===== src/rtl/mem_access_ctrl.sv =====
// mem_access_ctrl: runs CPU memory transactions (byte/halfword/word) on a
// byte-wide synchronous RAM port. Each transaction becomes little-endian
// byte cycles, and each byte cycle is held for WAIT_CYCLES+1 clocks.
// Completion is reported on mfc. Every output is registered.
//
// Optional feature: define SIGN_EXT_EN to add the sext input. When it is
// set, byte and halfword reads are sign-extended instead of zero-extended.
//
// Ports:
//   clk, CLR          clock (rising edge), async active-low reset
//   mfa, rw, mas      request level, 1=read/0=write, size (00 B, 01 W, 10 H)
//   addr, din         byte address and write data, captured at acceptance
//   sext              (SIGN_EXT_EN only) sign-extend byte/halfword reads
//   dout              read data, holds its value between transactions
//   mfc, align_err    completion flag, misaligned/reserved-size flag
//   busy              high whenever the FSM is not in IDLE
//   ram_en, ram_we, ram_addr, ram_wdata, ram_rdata  byte-wide RAM port
module mem_access_ctrl #(
  parameter int unsigned ADDR_W      = 9,
  parameter int unsigned WAIT_CYCLES = 0
) (
  input  logic              clk,
  input  logic              CLR,
  input  logic              mfa,
  input  logic              rw,
  input  logic [1:0]        mas,
  input  logic [ADDR_W-1:0] addr,
  input  logic [31:0]       din,
`ifdef SIGN_EXT_EN
  input  logic              sext,
`endif
  output logic [31:0]       dout,
  output logic              mfc,
  output logic              align_err,
  output logic              busy,
  output logic              ram_en,
  output logic              ram_we,
  output logic [ADDR_W-1:0] ram_addr,
  output logic [7:0]        ram_wdata,
  input  logic [7:0]        ram_rdata
);

  localparam int unsigned WAIT_W = (WAIT_CYCLES == 0) ? 1 : $clog2(WAIT_CYCLES + 1);

  typedef enum logic [1:0] {IDLE, ACCESS, DONE} state_t;

  state_t              state_q, state_d;
  logic                rw_q, rw_d;
  logic [1:0]          last_q, last_d;      // index of the final byte (N-1)
  logic [1:0]          idx_q, idx_d;
  logic [1:0]          idx_n_c;
  logic [WAIT_W-1:0]   wcnt_q, wcnt_d;
  logic [ADDR_W-1:0]   addr_q, addr_d;
  logic [31:0]         din_q, din_d;
  logic                sext_q, sext_d;
  logic [31:0]         dout_q, dout_d;
  logic                mfc_q, mfc_d;
  logic                err_q, err_d;
  logic                busy_q, busy_d;
  logic                ram_en_q, ram_en_d;
  logic                ram_we_q, ram_we_d;
  logic [ADDR_W-1:0]   ram_addr_q, ram_addr_d;
  logic [7:0]          ram_wdata_q, ram_wdata_d;
  logic                misalign_c;
  logic [1:0]          last_c;

  // Reserved size always fails; halfword/word need natural alignment.
  always_comb begin
    misalign_c = 1'b0;
    last_c     = 2'd0;
    case (mas)
      2'b00: last_c = 2'd0;
      2'b01: begin last_c = 2'd3; misalign_c = (addr[1:0] != 2'b00); end
      2'b10: begin last_c = 2'd1; misalign_c = addr[0]; end
      default: misalign_c = 1'b1;
    endcase
  end

  assign idx_n_c = idx_q + 2'd1;

  // Next-state and next-output logic.
  always_comb begin
    state_d     = state_q;
    rw_d        = rw_q;
    last_d      = last_q;
    idx_d       = idx_q;
    wcnt_d      = wcnt_q;
    addr_d      = addr_q;
    din_d       = din_q;
    sext_d      = sext_q;
    dout_d      = dout_q;
    mfc_d       = mfc_q;
    err_d       = err_q;
    ram_en_d    = ram_en_q;
    ram_we_d    = ram_we_q;
    ram_addr_d  = ram_addr_q;
    ram_wdata_d = ram_wdata_q;

    case (state_q)
      IDLE: begin
        if (mfa) begin
          rw_d   = rw;
          last_d = last_c;
          addr_d = addr;
          din_d  = din;
`ifdef SIGN_EXT_EN
          sext_d = sext;
`else
          sext_d = 1'b0;
`endif
          if (misalign_c) begin
            state_d = DONE;
            mfc_d   = 1'b1;
            err_d   = 1'b1;
          end else begin
            state_d     = ACCESS;
            idx_d       = 2'd0;
            wcnt_d      = '0;
            err_d       = 1'b0;
            ram_en_d    = 1'b1;
            ram_we_d    = ~rw;
            ram_addr_d  = addr;
            ram_wdata_d = din[7:0];
            if (rw) dout_d = 32'h0;
          end
        end
      end

      ACCESS: begin
        if (wcnt_q == WAIT_W'(WAIT_CYCLES)) begin
          // Last cycle of this byte: ram_rdata is valid now.
          wcnt_d = '0;
          if (rw_q) dout_d[{idx_q, 3'b000} +: 8] = ram_rdata;
          if (idx_q == last_q) begin
            state_d  = DONE;
            mfc_d    = 1'b1;
            ram_en_d = 1'b0;
            ram_we_d = 1'b0;
`ifdef SIGN_EXT_EN
            // The final byte of a read is the most significant, so its
            // top bit is the sign.
            if (rw_q && sext_q) begin
              if (last_q == 2'd0)      dout_d[31:8]  = {24{ram_rdata[7]}};
              else if (last_q == 2'd1) dout_d[31:16] = {16{ram_rdata[7]}};
            end
`endif
          end else begin
            idx_d       = idx_n_c;
            ram_addr_d  = addr_q + ADDR_W'(idx_n_c);
            ram_wdata_d = din_q[{idx_n_c, 3'b000} +: 8];
          end
        end else begin
          wcnt_d = wcnt_q + WAIT_W'(1);
        end
      end

      DONE: begin
        if (!mfa) begin
          state_d = IDLE;
          mfc_d   = 1'b0;
          err_d   = 1'b0;
        end
      end

      default: state_d = IDLE;
    endcase

    busy_d = (state_d != IDLE);
  end

  // State and registered outputs; reset aborts any access in flight.
  always_ff @(posedge clk or negedge CLR) begin
    if (!CLR) begin
      state_q     <= IDLE;
      rw_q        <= 1'b0;
      last_q      <= 2'd0;
      idx_q       <= 2'd0;
      wcnt_q      <= '0;
      addr_q      <= '0;
      din_q       <= 32'h0;
      sext_q      <= 1'b0;
      dout_q      <= 32'h0;
      mfc_q       <= 1'b0;
      err_q       <= 1'b0;
      busy_q      <= 1'b0;
      ram_en_q    <= 1'b0;
      ram_we_q    <= 1'b0;
      ram_addr_q  <= '0;
      ram_wdata_q <= 8'h0;
    end else begin
      state_q     <= state_d;
      rw_q        <= rw_d;
      last_q      <= last_d;
      idx_q       <= idx_d;
      wcnt_q      <= wcnt_d;
      addr_q      <= addr_d;
      din_q       <= din_d;
      sext_q      <= sext_d;
      dout_q      <= dout_d;
      mfc_q       <= mfc_d;
      err_q       <= err_d;
      busy_q      <= busy_d;
      ram_en_q    <= ram_en_d;
      ram_we_q    <= ram_we_d;
      ram_addr_q  <= ram_addr_d;
      ram_wdata_q <= ram_wdata_d;
    end
  end

  assign dout      = dout_q;
  assign mfc       = mfc_q;
  assign align_err = err_q;
  assign busy      = busy_q;
  assign ram_en    = ram_en_q;
  assign ram_we    = ram_we_q;
  assign ram_addr  = ram_addr_q;
  assign ram_wdata = ram_wdata_q;

endmodule

===== config.mk =====
export PLATFORM = sky130hd
export DESIGN_NAME = mem_access_ctrl
export DESIGN_NICKNAME = d
export VERILOG_FILES = /design/src/rtl/mem_access_ctrl.sv
export SDC_FILE = /design/constraint.sdc
export NUM_CORES = 1
export LEC_CHECK = 0
export CAP_MARGIN = 30
export CORE_AREA = 3 3 109 111
export CTS_CLUSTER_DIAMETER = 100
export DETAILED_ROUTE_END_ITERATION = 16
export DIE_AREA = 0 0 112 114
export GPL_TIMING_DRIVEN = 0
export HOLD_SLACK_MARGIN = 0.02
export PLACE_DENSITY = 0.75
export RECOVER_POWER = 50
export REMOVE_ABC_BUFFERS = 1
export SLEW_MARGIN = 40
export SYNTH_ARGS = -nofsm -noshare
export SYNTH_HDL_FRONTEND = slang
export SYNTH_SLANG_ARGS = --single-unit
export TNS_END_PERCENT = 5

===== constraint.sdc =====
create_clock -name clk -period 2.15 [get_ports clk]
set_input_delay 0.43 -clock clk [delete_from_list [all_inputs] [get_ports clk]]
set_output_delay 0.43 -clock clk [all_outputs]
set_load 0.1 [all_outputs]

==> results.ini <==
[grt]
grt_pass1_wl_um = 18300
track_usage = 0.180
grt.overflow.total = 0
first_global_vias = 3657
antenna_found_initial = 0
grt_start_max_net_pins = 68

[layout]
final_area_um2 = 6310
regArea_um2 = 2560
nets = 601
syn2layout_area_growth_pct = 25.4
diodes = 0
layout-drive-gt1-share = 0.307
stdcell_count = 680
nFillCells = 902
multi_input_area_um2 = 2270

[worst_setup_path]
r2r_cells = 7
crit_arrival_ns = 2.44
regToRegSetupSlack_ns = 0.02
crit_buf_inv = 1
critPathCaptureType = flop
reg2reg_to = ram_addr[8]
crit_type = reg -> reg
required_ns = 2.46
r2r_start = idx_q[0]
cp-start-kind = flop
cp_top_family = simple AND/OR/NAND/NOR gates
path_cells = clkinvlp_4 > ha_4 > fa_2 > nand4_1 > or3_1 > a31oi_1 > mux2_2
path_max_fanout = 4
slowest_stage = dfrtp_4
slowest_delay_ns = 0.45

[routing]
drc = 0
avgRoutedWirePerCell_um = 16.2
drt_wl_total_um = 11000
antenna_left = 0
vias_per_cell = 5.19
routed-via-count = 3531
drtPass1Iterations = 4
drt_iter0_drc = 192

[min_path]
hold_path_end = ram_en
holdCritPathClass = reg -> reg
hp-start = ram_en
whs_path_depth = 1

[synth]
syn-cell-area_um2 = 5030
synth_cell_types = 47
ys_seq_area_frac = 0.508
ys_ff_latch = 102
syn_avg_cell_area_um2 = 12.0
synth_top_cell_area_share = 0.508
syn_inst = 420
synth_edf_count = 0
yosysTopAreaCell = dfrtp_1
yosysWarningCount = 0
ys_top_cells_by_area = dfrtp_1, mux2_2, mux2i_1, nand2_1, inv_1
synth_most_common_cell = dfrtp_1
synth_flop_cell = dfrtp_1
synthTopCellsByCount = dfrtp_1, nand2_1, mux2_2
ys_async_sr_fraction = 1.00

[pwr]
combPwrFrac = 0.550
power.switching_mw = 4.59
clkPwrFrac = 0.130
p_per_area_nw_per_um2 = 1550
p_sw_frac = 0.471
seqPwrFrac = 0.320
p_int_mw = 5.16
ir_drop_mv = 0.940
cellLeakagePower_nw = 2.73

[placed_design]
place_congestion = 0.783
port_buffers = 108
placed_area_um2 = 5980
hpwl_um = 7850
placedCellCount = 656

[die]
io_pins = 109
die_x_um = 112
core.rowCount = 38
fp.dieH_um = 114
fp.dieArea_um2 = 12800
coreArea_um2 = 10900
start_util = 0.462

[timing]
fin_crit_ns = 2.13
slew_viol_final = 0
max_freq_mhz = 470
fin_crit_sh = 0.989
rsz0062_at_grt = true
max_slew_margin = 0.405
hold_viol = 0
skew_ns = 0.0125
setup_violations = 0
tightest_slew_ns = 0.892

[cts]
root_buffer = clkbuf_8
clk_pin_slew_ns = 0.10
cts_max_level = 3
cts_tree = done
numCtsBuffers = 9
clk_latency_ns = 0.37
cts_buffer_depth = 2
clkSinkCount = 102

[flow_run]
maxCapViolations = 0

[status]
status = complete, no violations

metal layers:
metal | GRT usage | vias to the layer above | routed length, µm
li1 | - | 1658 | -
met1 | 0.225 | 1748 | 4710
met2 | 0.300 | 107 | 5280
met3 | 0.0509 | 18 | 818
met4 | 0.0657 | 0 | 218
met5 | 0 | - | 0
worst max-delay path by stage:
stage / start / end / slack [ns] / cells past startpoint
global route: idx_q[0] / ram_addr[8] / -0.07 / 7
detailed placement: idx_q[0] / ram_addr[7] / -1.26 / 7
finish: idx_q[0] / ram_addr[8] / 0.02 / 7
global placement: CLR / din_q[26] / -3.14 / 1
CTS: idx_q[0] / ram_addr[8] / 0.01 / 7
floorplan: idx_q[0] / ram_addr[7] / -0.51 / 7
stage by stage:
| step | setup slack [ns] | power (mW) | util | hold WS (ns) | TNS [ns] |
|---|---|---|---|---|---|
| after detailed placement | -1.26 | 8.26 | 0.550 | 0.317 | -48.06 |
| after global routing | -0.0689 | 10.3 | 0.579 | 0.520 | -0.220 |
| after floorplan | -0.511 | 7.10 | - | 0.134 | -14.99 |
| after CTS | 0.0120 | 9.82 | 0.580 | 0.488 | 0 |
| after global placement | -3.14 | 8.26 | 0.566 | 0.465 | -407.75 |
| final | 0.0234 | 9.75 | 0.579 | 0.489 | 0 |
cells by family (layout without fill, tap and decap cells):
group                      Yosys count  after routing  share of synthesized area
DFF                                102            102                      0.508
and+or+nand+nor                    114            114                      0.110
buffers and inverters               55            174                     0.0548
xor gates and xnor gates             4              4                    0.00697
adders and majority gates           11             11                     0.0289
AOI/OAI and AO/OA                   34             35                     0.0523
muxes                              100            100                      0.239
power by group through the flow:
| stage | clock (mW) | combinational, mW | sequential (mW) |
|---|---|---|---|
| floorplan | 0 | 2.30 | 4.80 |
| finish | 1.27 | 5.36 | 3.12 |
| detailed placement | 0 | 5.07 | 3.19 |
| global placement | 0 | 5.11 | 3.15 |
| CTS | 1.31 | 5.40 | 3.11 |
| global route | 1.40 | 5.71 | 3.21 |
placed cells by master, fill, tap and decap left out, drive strengths merged, types with 4 or more instances in the layout:
cell           Yosys  final
nand3              4      4
inv               40     40
mux4               8      8
a31oi              4      4
nand2             79     79
buf               14     63
a21oi              9      9
mux2              58     58
ha                10     10
nor2              11     11
or3                5      5
nand2b             4      4
clkbuf             1     12
mux2i             34     34
o21ai             12     12
clkdlybuf4s50      0     53
dfrtp            102    102
repair_timing:
action / in CTS / in global routing
gates cloned: 1 / 0
hold endpoints to repair: 35 / 0
gates resized for setup: 8 / 5
hold buffers: 1 / 0
pin swaps: 3 / 1
setup buffers: 5 / 1
setup endpoints to repair: 52 / 43
sequential cells by signal (all words and copies together), names as in the netlist, 2 cells and up:
name	count
din_q	32
dout	32
addr_q	9
ram_addr	9
ram_wdata	8
idx_q	2
last_q	2
state_q	2
final cells by class:
class | count | area share
inverter | 40 | 0.0244
tap | 140 | 0.0278
sequential | 102 | 0.406
timing repair buffer | 118 | 0.149
clock inverter | 5 | 0.00893
multi-input combinational | 264 | 0.360
clock buffer | 11 | 0.0240
worst reg2reg max path, cell delays in order (launching register included):
cell        delay (ns)
dfrtp_4           0.45
clkinvlp_4        0.15
ha_4              0.32
fa_2              0.23
nand4_1           0.16
or3_1             0.40
a31oi_1           0.20
mux2_2            0.17
No activity file was read; power rests on OpenSTA's default activity.
